[config.mk]
export PLATFORM = sky130hd
export DESIGN_NAME = propose_move_sequencer
export DESIGN_NICKNAME = d
export VERILOG_FILES = /design/src/rtl/propose_move_sequencer.sv
export SDC_FILE = /design/constraint.sdc
export NUM_CORES = 1
export LEC_CHECK = 0
export CAP_MARGIN = 20
export CORE_UTILIZATION = 36
export CTS_CLUSTER_DIAMETER = 60
export DETAILED_ROUTE_END_ITERATION = 8
export PLACE_DENSITY = 0.79
export SLEW_MARGIN = 0
export SYNTH_ARGS = -nofsm -noshare
export SYNTH_HDL_FRONTEND = slang
export SYNTH_SLANG_ARGS = --single-unit
[constraint.sdc]
create_clock -name in_clk -period 2.02 [get_ports in_clk]
set_input_delay 0.202 -clock in_clk [delete_from_list [all_inputs] [get_ports in_clk]]
set_output_delay 0.202 -clock in_clk [all_outputs]
set_load 0.01 [all_outputs]
[src/rtl/propose_move_sequencer.sv]
// Move sequencer feeding the corner-point proposer: streams clauses, pulses reduce
// enables, waits out the proposer latency and commits the saturated result.
//
// state   | meaning
// IDLE    | accepts assignment loads and move starts
// LOAD    | streams clause coefficients (N issues + 1 drain cycle)
// REDUCE  | single cycle of per-clause reduce enables
// WAIT    | waits out the remaining proposer pipeline latency
// COMMIT  | samples, saturates and writes the proposed value
module propose_move_sequencer #(
  parameter int MAXIMUM_BIT_WIDTH_OF_COEFFICIENT    = 8,
  parameter int MAXIMUM_BIT_WIDTH_OF_VARIABLE_INDEX = 2,
  parameter int MAX_BIT_WIDTH_OF_INTEGER_VARIABLE   = 4,
  parameter int MAX_BIT_WIDTH_OF_CLAUSES_INDEX      = 3,
  parameter int PROPOSE_LATENCY                     = 2,
  localparam int CW = MAXIMUM_BIT_WIDTH_OF_COEFFICIENT,
  localparam int VI = MAXIMUM_BIT_WIDTH_OF_VARIABLE_INDEX,
  localparam int IW = MAX_BIT_WIDTH_OF_INTEGER_VARIABLE,
  localparam int CI = MAX_BIT_WIDTH_OF_CLAUSES_INDEX,
  localparam int NV = 1 << VI,
  localparam int NC = 1 << CI
) (
  input  logic                 in_clk,
  input  logic                 in_reset,
  input  logic                 in_start,
  input  logic [VI-1:0]        in_variable_index,
  input  logic                 in_reload_clauses,
  input  logic [CI:0]          in_clause_count,
  input  logic                 in_load_assignment,
  input  logic [IW*NV-1:0]     in_initial_assignment,
  output logic                 out_clause_rd_en,
  output logic [CI-1:0]        out_clause_rd_addr,
  input  logic [(NV+1)*CW-1:0] in_clause_rd_data,
  output logic [(NV+1)*CW-1:0] out_clause_coefficients,
  output logic [CI-1:0]        out_clause_index,
  output logic                 out_clause_load_valid,
  output logic [NC-1:0]        out_reduce_enable,
  output logic [VI-1:0]        out_variable_index,
  output logic [IW*NV-1:0]     out_assignment,
  input  logic [CW-1:0]        in_new_assignment,
  output logic                 out_busy,
  output logic                 out_done
);

  localparam logic [2:0] ST_IDLE   = 3'd0;
  localparam logic [2:0] ST_LOAD   = 3'd1;
  localparam logic [2:0] ST_REDUCE = 3'd2;
  localparam logic [2:0] ST_WAIT   = 3'd3;
  localparam logic [2:0] ST_COMMIT = 3'd4;

  // WAIT lasts PROPOSE_LATENCY-1 cycles; the down-counter is preset to one less.
  localparam int WAIT_PRESET = (PROPOSE_LATENCY >= 2) ? PROPOSE_LATENCY - 2 : 0;
  localparam int WW          = (PROPOSE_LATENCY > 2) ? $clog2(PROPOSE_LATENCY - 1) : 1;

  localparam int SAT_MAX_I = 2 ** (IW - 1) - 1;
  localparam int SAT_MIN_I = -(2 ** (IW - 1));
  localparam logic signed [CW-1:0] SAT_MAX = SAT_MAX_I[CW-1:0];
  localparam logic signed [CW-1:0] SAT_MIN = SAT_MIN_I[CW-1:0];
  localparam logic [CI:0] NC_COUNT = (CI + 1)'(NC);

  logic [2:0]       state;
  logic [VI-1:0]    var_idx;
  logic [CI:0]      count;
  logic [CI:0]      issue_cnt;
  logic [WW-1:0]    wait_cnt;
  logic             load_valid;
  logic [CI-1:0]    clause_index;
  logic [IW*NV-1:0] assignment;
  logic             done;

  logic             rd_en;
  logic [CI-1:0]    rd_addr;
  logic [CI:0]      start_count;
  logic [IW-1:0]    sat_val;
  logic [NC-1:0]    reduce_enable;

  // Counts above NC are clamped so the issue loop cannot run past clause memory.
  assign start_count = (in_clause_count > NC_COUNT) ? NC_COUNT : in_clause_count;

  assign rd_en   = (state == ST_LOAD) && (issue_cnt < count);
  assign rd_addr = rd_en ? issue_cnt[CI-1:0] : '0;

  always_comb begin
    sat_val = in_new_assignment[IW-1:0];
    if ($signed(in_new_assignment) > SAT_MAX)
      sat_val = SAT_MAX[IW-1:0];
    else if ($signed(in_new_assignment) < SAT_MIN)
      sat_val = SAT_MIN[IW-1:0];
  end

  always_comb begin
    reduce_enable = '0;
    if (state == ST_REDUCE) begin
      for (int k = 0; k < NC; k++)
        reduce_enable[k] = (k < int'(count));
    end
  end

  always_ff @(posedge in_clk or negedge in_reset) begin
    if (!in_reset) begin
      state        <= ST_IDLE;
      var_idx      <= '0;
      count        <= '0;
      issue_cnt    <= '0;
      wait_cnt     <= '0;
      load_valid   <= 1'b0;
      clause_index <= '0;
      assignment   <= '0;
      done         <= 1'b0;
    end else begin
      done       <= 1'b0;
      load_valid <= rd_en;
      if (rd_en)
        clause_index <= rd_addr;
      case (state)
        ST_IDLE: begin
          if (in_load_assignment)
            assignment <= in_initial_assignment;
          if (in_start) begin
            var_idx   <= in_variable_index;
            count     <= start_count;
            issue_cnt <= '0;
            state     <= (in_reload_clauses && (start_count != '0)) ? ST_LOAD : ST_REDUCE;
          end
        end
        ST_LOAD: begin
          // issue_cnt == count marks the drain cycle for the last read.
          if (issue_cnt == count)
            state <= ST_REDUCE;
          else
            issue_cnt <= issue_cnt + 1'b1;
        end
        ST_REDUCE: begin
          wait_cnt <= WW'(WAIT_PRESET);
          state    <= (PROPOSE_LATENCY > 1) ? ST_WAIT : ST_COMMIT;
        end
        ST_WAIT: begin
          if (wait_cnt == '0)
            state <= ST_COMMIT;
          else
            wait_cnt <= wait_cnt - 1'b1;
        end
        ST_COMMIT: begin
          if (count != '0)
            assignment[var_idx*IW +: IW] <= sat_val;
          done  <= 1'b1;
          state <= ST_IDLE;
        end
        default: state <= ST_IDLE;
      endcase
    end
  end

  assign out_clause_rd_en        = rd_en;
  assign out_clause_rd_addr      = rd_addr;
  assign out_clause_load_valid   = load_valid;
  assign out_clause_index        = clause_index;
  // Gated so the proposer bus is quiet outside load beats.
  assign out_clause_coefficients = load_valid ? in_clause_rd_data : '0;
  assign out_reduce_enable       = reduce_enable;
  assign out_variable_index      = var_idx;
  assign out_assignment          = assignment;
  assign out_busy                = (state != ST_IDLE);
  assign out_done                = done;

endmodule
==> flow_summary.ini <==
[drt]
post_drt_wl_per_cell_um = 14.8
ant_nets = 0
wl_um = 7380
drt-pass1-iter-count = 4
via_per_inst = 4.93
drtIter0Drc = 69
vias = 2455
drc_errors = 0

[floorplan]
die_area_um2 = 6420
rows = 28
start_util = 0.373
die_y_um = 80.1
placeableCoreArea_um2 = 5890
chipWidth_um = 80.1
pin_count = 151

[setup_path]
worst_setup_path_end_kind = output port
path_cells = ha_4 > nor2b_1 > o211ai_1 > nand4b_1 > buf_4 > buf_6 > inv_4 > buf_6
max_stage_delay_ns = 0.41
cp_max_fo = 3
crit_top_cell = buf_6
critical_path.startpoint_type = register
slowest_stage = dfrtp_1
crit_family = buffers and inverters
criticalPathCategory = reg2out
cp_num_buf_inv = 4
required_ns = 1.82
arrival_ns = 1.81

[sta]
final.setup.tns_ns = 0
fin_skew_ns = 0.00682
worst_pin_slew_ns = 0.498
drv_slew = 0
max_freq_ghz = 0.498
slew_headroom = 0.667
fin_crit_sh = 0.994
finalCriticalPeriod_ns = 2.01
setup_ws_ns = 0.0113
final_hold_viol_count = 0
rsz0062_at_grt = true
setup_viol = 0

[cells_and_area]
n_antenna_cell = 0
syn_to_final_growth_pct = 88.6
final_layout_size_suffix_gt1_frac = 0.163
utilization = 0.704
stdcell_area_um2 = 4140
layoutNonFillerInstCount = 498
num-nets-final = 506
n_fill_cell = 459

[synthesis]
ys.flop_type = dfrtp_1
synth_area_leader_cell = dfrtp_1
synth_area_um2 = 2200
synthTopCellsByCount = 42 x and2_1, 34 x dfrtp_1, 23 x inv_1
synth_edf_count = 0
avgSynthCellArea_um2 = 9.15
syn_inst = 240
synthArstFlopShare = 1.00
seq_area_frac_synth = 0.387
synthTopCellsByArea = dfrtp_1 39%, and2_1 12%, a221oi_1 6.0%, ha_1 5.1%, inv_1 3.9%
synthMostInstantiatedCell = and2_1
ys_types = 41
ys_warn_count = 0
syn_nets = 324
ys_seq_elements = 34
yosys.area.top_type_share = 0.387

[placement]
pre_cts_ws_ns = -0.0518
port_buffers = 150
placed_area_um2 = 3930
place_hpwl_um = 5890
dp.cells = 480
gp_congestion = 0.892

[clock_tree]
cts_buffers = 5
clkSinkCount = 34
cts_tree = done
cts_root_buf = clkbuf_8
clk-insertion-delay-late_ns = 0.27
postCtsHoldBufs = 0
path_clk_slew_ns = 0.07
htreeDepth = 2
cts_buffer_depth = 2

[global_route]
antenna_found_initial = 0
grt_max_degree = 42
grtUsageTotal = 0.231
overflow = 0
grt_pass1_wl_um = 11300
grt_pass1_vias = 2370

[outcome]
status = completed

[pwr]
peakVddDrop_v = 0.000867
power_density_nw_per_um2 = 1160
p_leak_nw = 1.85

[min_path]
hold_path.class = in2async

[run]
cap_violations = 0
==> cells in the final DEF (no fill, tap or decap), types with 2 or more instances in the layout <==
cell / n
a21oi_1: 15
a221oi_1: 15
a22oi_1: 4
a31oi_2: 4
and2_1: 42
and3_1: 2
buf_2: 2
buf_4: 34
buf_6: 3
clkbuf_1: 2
clkbuf_8: 5
clkdlybuf4s50_1: 138
dfrtp_1: 34
dlygate4sd2_1: 3
dlymetal6s2s_1: 4
ha_1: 8
inv_1: 21
mux2_2: 6
nand2_1: 15
nand2b_1: 3
nand3_1: 7
nand4_1: 4
nor2_1: 9
nor2_2: 2
nor2b_1: 3
nor3_1: 2
nor3_2: 2
o21ai_0: 6
o21ai_1: 3
xnor2_1: 2
==> what timing repair did <==
item | in CTS | in global routing
pin swaps | 4 | 5
gates resized for setup | 26 | 11
setup buffers | 6 | 4
gates cloned | 0 | 0
endpoints found under the setup margin | 12 | 12
==> metrics by stage <==
step / hold slack [ns] / power, mW
final: 0.326 / 4.81
after detailed placement: 0.488 / 4.04
after CTS: 0.343 / 4.74
after global routing: 0.376 / 5.15
after global placement: 0.470 / 3.96
after floorplan: -0.0936 / 2.56
==> report_power, final <==
group / internal [mW] / total (mW) / switching, mW
sequential: 0.975 / 1.14 / 0.169
combinational: 1.65 / 3.08 / 1.43
clock: 0.369 / 0.589 / 0.221
total: 2.99 / 4.81 / 1.82
==> final cells by class <==
cell class | instances | area (um^2) | area share
timing repair buffer | 185 | 1770 | 0.427
multi-input combinational | 172 | 1230 | 0.297
sequential | 34 | 851 | 0.205
inverter | 24 | 93.8 | 0.0227
tap | 75 | 93.8 | 0.0227
clock buffer | 7 | 76.3 | 0.0184
clock inverter | 1 | 30.0 | 0.00725
==> layer usage <==
layer	vias to the layer above	wire, um	track usage
li1	1215	-	-
met2	104	3880	0.427
met4	0	116	0.0750
met3	8	576	0.0614
met5	-	0	0
met1	1128	2800	0.253
==> kinds of logic after synthesis <==
| group | after synthesis | synth area share |
|---|---|---|
| muxes | 7 | 0.0353 |
| buffers and inverters | 34 | 0.0661 |
| xor gates and xnor gates | 2 | 0.00798 |
| AOI/OAI and AO/OA | 52 | 0.169 |
| DFF | 34 | 0.387 |
| adders and majority gates | 9 | 0.0513 |
| and+or+nand+nor | 102 | 0.283 |
==> sequential cells by signal, indices dropped and copies added, names as in the netlist <==
| signal | cells |
|---|---|
| out_clause_load_valid | 1 |
| state | 3 |
| out_assignment | 16 |
| out_done | 1 |
| count | 4 |
| out_clause_index | 3 |
| out_variable_index | 2 |
| issue_cnt | 4 |
==> path summary, 6_finish.rpt <==
kind                                                 endpoint                          start  cells past startpoint  slack [ns]
worst max-delay path                         out_clause_rd_en       issue_cnt[1]$_DFFE_PN0P_                      8        0.01
worst min-delay path            out_assignment[1]$_DFFE_PN0P_                       in_reset                      2        0.33
worst max register to register  out_assignment[0]$_DFFE_PN0P_           count[2]$_DFFE_PN0P_                      6        0.09
worst min register to register  out_assignment[3]$_DFFE_PN0P_  out_assignment[3]$_DFFE_PN0P_                      2        0.50
max in group asynchronous                state[1]$_DFFE_PN0P_                       in_reset                      2        1.38
min in group in_clk             out_assignment[3]$_DFFE_PN0P_  out_assignment[3]$_DFFE_PN0P_                      2        0.50
(Power assumes the default switching activity.)
